[config.mk]
export PLATFORM = sky130hd
export DESIGN_NAME = rf_write_buffer_flat
export DESIGN_NICKNAME = d
export VERILOG_FILES = /design/src/rtl/rf_write_buffer_if.sv /design/src/rtl/rf_write_buffer.sv /design/src/flat_wrapper.sv
export SDC_FILE = /design/constraint.sdc
export NUM_CORES = 1
export LEC_CHECK = 0
export ABC_AREA = 1
export CORE_MARGIN = 2
export CORE_UTILIZATION = 55
export DETAILED_ROUTE_END_ITERATION = 8
export PLACE_DENSITY = 0.79
export SYNTH_ARGS = -nofsm -noshare
export SYNTH_HDL_FRONTEND = slang
export SYNTH_SLANG_ARGS = --single-unit
[constraint.sdc]
create_clock -name clk -period 3.14 [get_ports clk]
set_input_delay 0.628 -clock clk [delete_from_list [all_inputs] [get_ports clk]]
set_output_delay 0.628 -clock clk [all_outputs]
set_load 0.005 [all_outputs]
[src/rtl/rf_write_buffer_if.sv]
// rf_write_buffer_if
//   Bundles the write-request handshake and the register-file write port
//   of rf_write_buffer.
//   Signals:
//     in_valid / in_ready   request handshake (producer -> buffer)
//     in_addr  [4:0]        destination register address
//     in_data  [N:0]        write data
//     rf_hold               register file stalls the drain
//     rf_we / rf_wa / rf_wd register file WE / WA / IN
//   Modports:
//     master  execution-unit / register-file side (drives requests and hold)
//     slave   the buffer itself
interface rf_write_buffer_if #(
  parameter int N = 31
) ();
  logic       in_valid;
  logic       in_ready;
  logic [4:0] in_addr;
  logic [N:0] in_data;
  logic       rf_hold;
  logic       rf_we;
  logic [4:0] rf_wa;
  logic [N:0] rf_wd;

  modport master (
    output in_valid, in_addr, in_data, rf_hold,
    input  in_ready, rf_we, rf_wa, rf_wd
  );

  modport slave (
    input  in_valid, in_addr, in_data, rf_hold,
    output in_ready, rf_we, rf_wa, rf_wd
  );
endinterface

[src/rtl/rf_write_buffer.sv]
// rf_write_buffer
//   In-order writeback queue in front of the 32-entry register file write
//   port. Requests are accepted over a valid/ready handshake and drained one
//   per cycle onto WE/WA/IN unless the register file asserts hold.
//   Ports:
//     clk, rst_n        clock, asynchronous active-low reset
//     wb (slave)        in_valid/in_ready/in_addr/in_data, rf_hold,
//                       rf_we/rf_wa/rf_wd
//     count             occupied entries, 0..DEPTH
//     empty, full       count == 0, count == DEPTH
//     fwd_ra_a/b        read addresses to look up in pending entries
//     fwd_hit_a/b       a pending entry matches
//     fwd_data_a/b      data of the youngest matching entry (0 on miss)
//   Build option:
//     RF_WRITE_BUFFER_FWD_EN  when defined, the fwd_* ports and lookup logic
//                             are present; otherwise they are omitted.
module rf_write_buffer #(
  parameter int N     = 31,
  parameter int DEPTH = 4,
  parameter int AW    = 2
) (
  input  logic                 clk,
  input  logic                 rst_n,
  rf_write_buffer_if.slave     wb,
  output logic [AW:0]          count,
  output logic                 empty,
  output logic                 full
`ifdef RF_WRITE_BUFFER_FWD_EN
  ,
  input  logic [4:0]           fwd_ra_a,
  input  logic [4:0]           fwd_ra_b,
  output logic                 fwd_hit_a,
  output logic                 fwd_hit_b,
  output logic [N:0]           fwd_data_a,
  output logic [N:0]           fwd_data_b
`endif
);

  localparam logic [AW:0] DEPTH_C = (AW+1)'(DEPTH);

  logic [4:0]    addr_q [DEPTH];
  logic [N:0]    data_q [DEPTH];
  logic [AW-1:0] wr_ptr_q, wr_ptr_d;
  logic [AW-1:0] rd_ptr_q, rd_ptr_d;
  logic [AW:0]   count_q, count_d;
  logic          push, pop;

  assign empty = (count_q == '0);
  assign full  = (count_q == DEPTH_C);
  assign count = count_q;

  // in_ready depends only on registered occupancy, so rf_hold never reaches it.
  assign wb.in_ready = ~full;
  assign push = wb.in_valid & ~full;
  assign pop  = ~empty & ~wb.rf_hold;

  assign wb.rf_we = pop;
  assign wb.rf_wa = empty ? '0 : addr_q[rd_ptr_q];
  assign wb.rf_wd = empty ? '0 : data_q[rd_ptr_q];

  always_comb begin
    wr_ptr_d = wr_ptr_q;
    rd_ptr_d = rd_ptr_q;
    count_d  = count_q;
    if (push) wr_ptr_d = wr_ptr_q + AW'(1);
    if (pop)  rd_ptr_d = rd_ptr_q + AW'(1);
    case ({push, pop})
      2'b10:   count_d = count_q + (AW+1)'(1);
      2'b01:   count_d = count_q - (AW+1)'(1);
      default: count_d = count_q;
    endcase
  end

  always_ff @(posedge clk or negedge rst_n) begin
    if (!rst_n) begin
      wr_ptr_q <= '0;
      rd_ptr_q <= '0;
      count_q  <= '0;
    end else begin
      wr_ptr_q <= wr_ptr_d;
      rd_ptr_q <= rd_ptr_d;
      count_q  <= count_d;
    end
  end

  // Entry storage is deliberately not reset; occupancy gates every read.
  always_ff @(posedge clk) begin
    if (push) begin
      addr_q[wr_ptr_q] <= wb.in_addr;
      data_q[wr_ptr_q] <= wb.in_data;
    end
  end

`ifdef RF_WRITE_BUFFER_FWD_EN
  // Scan oldest to youngest so a later match overrides an earlier one.
  always_comb begin
    logic [AW-1:0] idx;
    idx        = '0;
    fwd_hit_a  = 1'b0;
    fwd_hit_b  = 1'b0;
    fwd_data_a = '0;
    fwd_data_b = '0;
    for (int unsigned i = 0; i < DEPTH; i++) begin
      idx = rd_ptr_q + AW'(i);
      if (((AW+1)'(i) < count_q) && (addr_q[idx] == fwd_ra_a)) begin
        fwd_hit_a  = 1'b1;
        fwd_data_a = data_q[idx];
      end
      if (((AW+1)'(i) < count_q) && (addr_q[idx] == fwd_ra_b)) begin
        fwd_hit_b  = 1'b1;
        fwd_data_b = data_q[idx];
      end
    end
  end
`endif

endmodule

[src/flat_wrapper.sv]
// flat-port wrapper written by rule: the top's interface ports become plain ports
module rf_write_buffer_flat 
#(
  parameter int N     = 31,
  parameter int DEPTH = 4,
  parameter int AW    = 2
)
  (clk, rst_n, count, empty, full, wb_in_valid, wb_in_addr, wb_in_data, wb_rf_hold, wb_in_ready, wb_rf_we, wb_rf_wa, wb_rf_wd);
  rf_write_buffer_if #(.N(N)) wb_i ();
  input  logic clk;
  input  logic rst_n;
  output logic [AW:0] count;
  output logic empty;
  output logic full;
  input wire logic [$bits(wb_i.in_valid)-1:0] wb_in_valid;
  input wire logic [$bits(wb_i.in_addr)-1:0] wb_in_addr;
  input wire logic [$bits(wb_i.in_data)-1:0] wb_in_data;
  input wire logic [$bits(wb_i.rf_hold)-1:0] wb_rf_hold;
  output wire logic [$bits(wb_i.in_ready)-1:0] wb_in_ready;
  output wire logic [$bits(wb_i.rf_we)-1:0] wb_rf_we;
  output wire logic [$bits(wb_i.rf_wa)-1:0] wb_rf_wa;
  output wire logic [$bits(wb_i.rf_wd)-1:0] wb_rf_wd;
  assign wb_i.in_valid = wb_in_valid;
  assign wb_i.in_addr = wb_in_addr;
  assign wb_i.in_data = wb_in_data;
  assign wb_i.rf_hold = wb_rf_hold;
  assign wb_in_ready = wb_i.in_ready;
  assign wb_rf_we = wb_i.rf_we;
  assign wb_rf_wa = wb_i.rf_wa;
  assign wb_rf_wd = wb_i.rf_wd;
  rf_write_buffer #(.N(N), .DEPTH(DEPTH), .AW(AW)) u_core (.clk(clk), .rst_n(rst_n), .wb(wb_i), .count(count), .empty(empty), .full(full));
endmodule
### Word level (Yosys, flattened, before mapping)

Memories as Yosys holds them, arrays and structs flattened.
Cells that the tools add are included.

| operators by class | value |
|---|---|
| reduce and logical (&&, ||, !) cells | 2 |
| shifts and indexed selects | 0 |
| divide/modulo/power cells | 0 |
| equal/unequal tests | 3 |
| bitwise gates (word level) | 5 |
| add/sub/neg operators | 4 |
| order comparisons | 0 |
| muxes and demuxes | 5 |
| multipliers | 0 |

Operators with widths:

| kind | count |
|---|---|
| two-way mux 32 bit | 1 |
| case mux 3 bit (2 select lines) | 1 |
| two-way mux 5 bit | 1 |
| adder 2 x 1 -> 2 bit (second input constant) | 2 |
| adder 3 x 1 -> 3 bit (second input constant) | 1 |
| equality test 3 bit (second input constant) | 1 |
| zero test 3 bit | 1 |
| inverter 1 bit | 3 |
| subtractor 3 x 1 -> 3 bit (second input constant) | 1 |
| AND 1 bit | 2 |
| equality test 2 x 1 -> 1 bit (second input constant) | 1 |
| equality test 2 bit (second input constant) | 1 |
| two-way mux 1 bit | 2 |
| nonzero test 2 bit | 1 |

| storage, ports and cells | value |
|---|---|
| bits in writable memories | 148 |
| register bits | 7 |
| bits in latches | 0 |
| logic and storage cells | 24 |
| ROM bits | 0 |
| memories kept | 2 |
| output and inout port bits | 44 |

Memories:

| memory | depth | width | rd ports | clocked after memory_dff | write ports | line | RTL |
|---|---|---|---|---|---|---|---|
| u_core.data_q | 4 | 32 | 1 | 0 | 1 | rf_write_buffer.sv:42 | `logic [N:0] data_q [DEPTH];` |
| u_core.addr_q | 4 | 5 | 1 | 0 | 1 | rf_write_buffer.sv:41 | `logic [4:0] addr_q [DEPTH];` |

### Depth between registers and ports, before layout

Gate-level depths: netlist of the first run.

| depth | value |
|---|---|
| depth after elaboration | 5 |
| mapped depth | 12 |
| depth with buffers taken out | 12 |

### Worst setup path after synthesis of the first run

OpenSTA, ideal clock, no wires.

| path | value |
|---|---|
| path type | register -> register |
| start point | register u_core.count_q[0], in the netlist u_core.count[0] |
| end point | memory u_core.addr_q[0][0] (enable) |
| required time | 2709 ps |
| cell stages (with the launch flop) | 5 |
| data arrival time | 2379 ps |
| clock period less this slack | 2810 ps |
| path slack | 330 ps |
| cells stage by stage | dfrtp_1 inv_1 nand3_1 nand2_1 nor2_1 |

| between the ends | value |
|---|---|
| cells in the longest elaborated chain, start to end | 5 |

Ends and longest elaborated chain:

| element | line | RTL |
|---|---|---|
| start, declared | rf_write_buffer.sv:45 | `logic [AW:0] count_q, count_d;` |
| start signal, assigned | rf_write_buffer.sv:82 | `count_q <= count_d;` |
| equality test 3 bit | rf_write_buffer.sv:49 | `assign full = (count_q == DEPTH_C);` |
| inverter 1 bit | -- |  |
| named net wb_in_ready | flat_wrapper.sv:19 | `output wire logic [$bits(wb_i.in_ready)-1:0] wb_in_ready;` |
| AND 1 bit | rf_write_buffer.sv:54 | `assign push = wb.in_valid & ~full;` |
| two-way mux 1 bit | rf_write_buffer.sv:88 | `if (push) begin` |
| two-way mux 1 bit (not written as such) | rf_write_buffer.sv:89 | `addr_q[wr_ptr_q] <= wb.in_addr;` |
| end, declared | rf_write_buffer.sv:41 |  |

The timed path passes the listed nets, and every way through them passes these cells.

### Final worst setup path of the first run

| path | value |
|---|---|
| start point | register u_core.count_q[0], in the netlist u_core.count[0] |
| end point | output port wb_rf_wd[3] |

| between the ends | value |
|---|---|
| cells in the longest elaborated chain, start to end | 2 |

Ends and longest elaborated chain:

| element | line | RTL |
|---|---|---|
| zero test 3 bit | rf_write_buffer.sv:48 | `assign empty = (count_q == '0);` |
| two-way mux 32 bit | rf_write_buffer.sv:59 | `assign wb.rf_wd = empty ? '0 : data_q[rd_ptr_q];` |
| end, declared | flat_wrapper.sv:22 | `output wire logic [$bits(wb_i.rf_wd)-1:0] wb_rf_wd;` |

No other way between the ends.

==> impl_results.md, run 1 <==
- Area Growth Syn to Fin: 23.57%
- Critical Path End Type: output port
- Vias in the first global route: 4696
- Worst rel slew slack: 0.6547
- Mean Syn Cell Area: 10.49 sq um
- Drt first pass iters: 4
- Top-area cell type share of the netlist area: 0.6588
- Post-synthesis register bit count: 155
- Setup TNS: 0 ns
- Core Box Area: 12010 sq um
- Synthesized area: 6746 sq um
- Period minus WS final: 3.000 ns
- Cts bufs inserted: 17
- Global-route wire length before repair: 22.43 mm
- Pwr dens: 955.1 nW/um^2
- Pin count of the biggest net entering global routing: 75
- Root Driver: clkbuf_16
- DRC Markers: 0
- Number of nets with antenna violations after routing: 0
- GRT Util Overall: 0.2263
- Worst slew pin tran: 0.5179 ns
- GR Overflow Total: 0
- Max incr delay on CP: 0.46 ns
- Die Area: 13170 sq um
- Die width: 114.8 um
- Maxcap violations: 0
- N_diodes: 0
- Worst setup SP type: flip-flop
- HP Class: input pin to asynchronous set/reset pin
- Crit Path Category: flip-flop to output port
- Initial Util: 0.5617
- # setup viols final: 0
- CTS tree: yes
- Worst vdd ir: 0.0007111 V
- Highest Clock Rate: 333.4 MHz
- Pins Over Slew Limit: 0
- H-tree Lvls: 4
- CP Data Arrival Time: 2.37 ns
- Post-CTS setup buffers: 0
- Port Buffers: 84
- Synth area leader: edfxtp_1
- Ports: 85
- Routed length per instance: 15.81 um
- Max clock buf depth: 2
- Slowest CP cell: clkdlybuf4s50_1
- Layout Nets: 781
- Critical-path cell list: inv_1 > nand3_2 > inv_1 > buf_4 > a21oi_1 > clkdlybuf4s50_1
- Crit share post-route: 0.9553
- GP Congestion: 0.7838
- Initial antenna violation count: 0
- Placed insts: 862
- Clk sinks: 155
- CP dominant cell by count: inv_1
- Via-per-instance ratio: 5.166
- DR vias: 4618
- Unrepaired setup endpoints after global routing: false
- Count of final hold-check violations: 0
- Post-DP HPWL: 8.382 mm
- Post-synthesis sequential area ratio: 0.6847
- Worst-path clk slew: 0.06 ns
- Post-synth cell types: 19
- Post-Syn Instances: 643
- Static Leak: 3.640 nW
- Worst skew pair latency: 0.42 ns
- Post-CTS Hold Buffers: 0
- Final WL: 14.13 mm
- YS warnings: 0
- Run status: finished clean
- Top post-synthesis cells by area: edfxtp_1 66%, inv_1 9.1%, nand2_1 9.0%, nand3_1 5.9%, a21oi_1 2.7%
- Num rows: 40
- Worst-path fanout max: 17
- Die height: 114.8 um
- Syn_nets: 690
- Resize count post-CTS: 0
- Required time worst endpoint: 2.51 ns
- Layout cells sized above 1: 0.07363
- Fin cells: 894
- R2R cell count: 10
- Iter 0 DRT Violations: 341
- Clock Skew: 0.006431 ns
worst max-delay path: cells and delay by family, from the launching register on:
kind	cells	cell delay (ns)
buf+inv	4	1.33
flops	1	0.41
simple gates	1	0.11
compound gates	1	0.10
cell usage in the layout, fill, tap and decap left out, drive strengths merged:
| master | n |
|---|---|
| inv | 167 |
| nand2 | 162 |
| edfxtp | 148 |
| clkdlybuf4s50 | 84 |
| nand3 | 80 |
| a21oi | 37 |
| clkbuf | 22 |
| buf | 16 |
| dfrtp | 7 |
| ha | 5 |
| clkinvlp | 5 |
| nor2 | 4 |
| clkinv | 3 |
| o21ai | 2 |
| xnor2 | 2 |
| nand4 | 1 |
| fa | 1 |
| bufinv | 1 |
worst paths after layout:
path	endpoint	start	slack [ns]
setup / recovery	wb_rf_wd[3]	u_core.count[0]	0.14
max in group asynchronous	u_core.rd_ptr_q[1]	rst_n	2.36
hold / removal	u_core.wr_ptr_q[1]	rst_n	0.49
min in group clk	u_core.count[0]	u_core.count[0]	0.51
setup reg to reg	u_core.count[2]	u_core.count[0]	0.80
hold reg to reg	u_core.count[0]	u_core.count[0]	0.51
Yosys cell counts:
master      n
a21oi_1    37
buf_1       1
buf_2      13
buf_4       4
buf_6       5
clkbuf_1    5
dfrtp_1     7
edfxtp_1  148
fa_1        1
ha_1        5
inv_1     164
inv_2       2
nand2_1   162
nand3_1    79
nand3_2     1
nand4_1     1
nor2_1      4
o21ai_0     2
xnor2_1     2
per-stage QoR:
stage,hold WS (ns),cell area [sq um],setup slack [ns],power (mW),utilization
6_report,0.4913,8337,0.1403,7.962,0.6941
3_3_place_gp,0.4915,7762,0.6013,5.942,0.6463
2_1_floorplan,0.3324,6746,0.3298,4.576,-
5_1_grt,0.4957,8337,0.009698,8.420,0.6941
4_1_cts,0.4839,8337,0.1525,7.999,0.6941
3_5_place_dp,0.5051,7762,0.4783,6.049,0.6463
where the power goes:
group / internal, mW / switching, mW
combinational: 1.40 / 1.77
clock: 1.17 / 0.764
sequential: 2.73 / 0.129
registers in the layout (all words and copies together), names as in the netlist:
name	flops
u_core.addr_q	20
u_core.rd_ptr_q	2
u_core.data_q	128
u_core.wr_ptr_q	2
u_core.count	3
area by class of cell:
class | count | area [sq um]
multi-input combinational | 294 | 1360
inverter | 166 | 623.1
fill | 830 | 3675
clock inverter | 10 | 90.09
sequential | 155 | 4622
timing repair buffer | 100 | 973.4
tap | 147 | 183.9
clock buffer | 22 | 484.2
kinds of logic after synthesis:
family	share of synthesized area
buf+inv	0.1181
xor+xnor	0.002597
compound gates	0.02893
flops	0.6847
simple gates	0.1534
fa+ha+maj	0.01224
routing by layer:
layer,share of wire,up-vias,GRT usage
met1,0.40,2211,0.2780
met4,0.014,0,0.09237
met5,0,-,0
met3,0.071,19,0.06537
li1,-,2212,-
met2,0.51,176,0.3807
Power figures use the tool's default switching activity.
==> run 2: changes to the inputs <==
- clock period: 3.14 -> 3.82 ns (I/O delays scaled with it)
==> impl_results.md, run 2 (same netlist as run 1, synthesis figures left out) <==
- Hold Path Depth: 1
- # setup viols final: 0
- Iter 0 DRT Violations: 308
- Period minus WS final: 3.199 ns
- Cts bufs inserted: 17
- H-tree Lvls: 4
- Setup crit start: u_core.rd_ptr_q[0]
- Worst skew pair latency: 0.41 ns
- Hold EP: u_core.count[0]
- Commonest cells after routing, fill and taps aside: 164 x inv_1, 162 x nand2_1, 148 x edfxtp_1, 84 x clkdlybuf4s50_1, 79 x nand3_1
- GR Overflow Total: 0
- Required time worst endpoint: 3.06 ns
- R2r endpoint: u_core.count[2]
- R2R Path Start: u_core.count[0]
- Initial Util: 0.5617
- Post-DP HPWL: 8.168 mm
- Static Leak: 3.613 nW
- Root Driver: clkbuf_16
- Most common cell after layout, fill and taps aside: inv_1
- Most flops, register: u_core.data_q
- Pins Over Slew Limit: 0
- GP Congestion: 0.8055
- Placed insts: 856
- Layout fillers: 824
- Crit Path Category: flip-flop to output port
- Final WL: 13.96 mm
- Ports: 85
- Core Box Area: 12010 sq um
- CP Data Arrival Time: 2.44 ns
- Post-CTS Hold Buffers: 0
- Run status: finished clean
- GRT Util Overall: 0.2220
- Unrepaired setup endpoints after global routing: false
- Critical Path End Type: output port
- Worst slew pin tran: 0.8076 ns
- Die height: 114.8 um
- Worst rel slew slack: 0.4616
- Port Buffers: 84
- Resize count post-CTS: 0
- Clk sinks: 155
- Die Area: 13170 sq um
- DR vias: 4545
- Reg-to-reg slack, setup: 1.47 ns
- Global-route wire length before repair: 22.16 mm
- R2R cell count: 10
- Pin count of the biggest net entering global routing: 77
- Initial antenna violation count: 1
- Vias in the first global route: 4586
- Worst setup SP type: flip-flop
- Max clock buf depth: 2
- Pre-CTS WS: 1.029 ns
- PnR worst setup slack: 0.6209 ns
- Layout Nets: 775
- Setup TNS: 0 ns
- Drt first pass iters: 5
- Area Growth Syn to Fin: 22.96%
- Crit share post-route: 0.8375
- HP Start: u_core.count[0]
- Count of final hold-check violations: 0
- Pwr dens: 783.7 nW/um^2
- Max reg flops: 128
- Maxcap violations: 0
- Worst-path fanout max: 37
- Die width: 114.8 um
- N_diodes: 0
- Post-CTS setup buffers: 0
- Number of nets with antenna violations after routing: 0
- Fin cells: 888
- Via-per-instance ratio: 5.118
- Clock Skew: 0.007311 ns
- Layout cells sized above 1: 0.06613
- CTS tree: yes
- Worst-path clk slew: 0.06 ns
- Routed length per instance: 15.72 um
- HP Class: flip-flop to flip-flop
- Highest Clock Rate: 312.6 MHz
- Num rows: 40
- DRC Markers: 0
- Worst vdd ir: 0.0007220 V
[run 2: power by group]
| group | total, mW | leakage (nW) | internal (mW) | switching [mW] |
|---|---|---|---|---|
| clock network | 1.62 | 0.274 | 0.966 | 0.649 |
| logic | 2.54 | 1.90 | 1.11 | 1.43 |
| registers | 2.34 | 1.44 | 2.25 | 0.0980 |
| total | 6.50 | 3.61 | 4.33 | 2.18 |
[run 2: routing by layer]
layer / vias to the layer above / GRT usage / wire length [um]
met5: - / 0 / 0
met4: 0 / 0.08434 / 154
met3: 12 / 0.06009 / 921
met2: 161 / 0.3621 / 6981
met1: 2170 / 0.2888 / 5901
li1: 2202 / - / -
[run 2: worst max path at each step]
stage                                     end  slack (ns)
after global placement    u_core.addr_q[3][2]        1.08
final                             wb_rf_wa[0]        0.62
after CTS                         wb_rf_wa[0]        0.58
after detailed placement  u_core.addr_q[3][2]        1.03
after global routing              wb_rf_wa[0]        0.47
after floorplan           u_core.addr_q[0][0]        0.91
[run 2: area by class of cell]
class	count	area [sq um]	area share
repair buffers	94	928.4	0.1119
well taps	147	183.9	0.02217
multi-input cells	294	1360	0.1640
clock buffers	19	432.9	0.05219
flip-flops and latches	155	4622	0.5572
inverters	166	623.1	0.07511
clock inverters	13	145.1	0.01750
[run 2: metrics by stage]
| stage | total power, mW | hold slack [ns] | area (sq um) | utilization |
|---|---|---|---|---|
| after global routing | 6.877 | 0.5386 | 8295 | 0.6906 |
| after detailed placement | 4.896 | 0.4874 | 7717 | 0.6425 |
| after global placement | 4.817 | 0.4952 | 7717 | 0.6425 |
| final | 6.501 | 0.5065 | 8295 | 0.6906 |
| after CTS | 6.545 | 0.5052 | 8295 | 0.6906 |
| after floorplan | 3.761 | 0.4684 | 6746 | - |
[run 2: worst max-delay path: stages, from the launching register on]
cell and delay, ns:
dfrtp_2 0.40, inv_2 0.49, buf_4 0.37, nand2_1 0.09, nand3_1 0.09, a21oi_1 0.10
clkdlybuf4s50_1 0.47
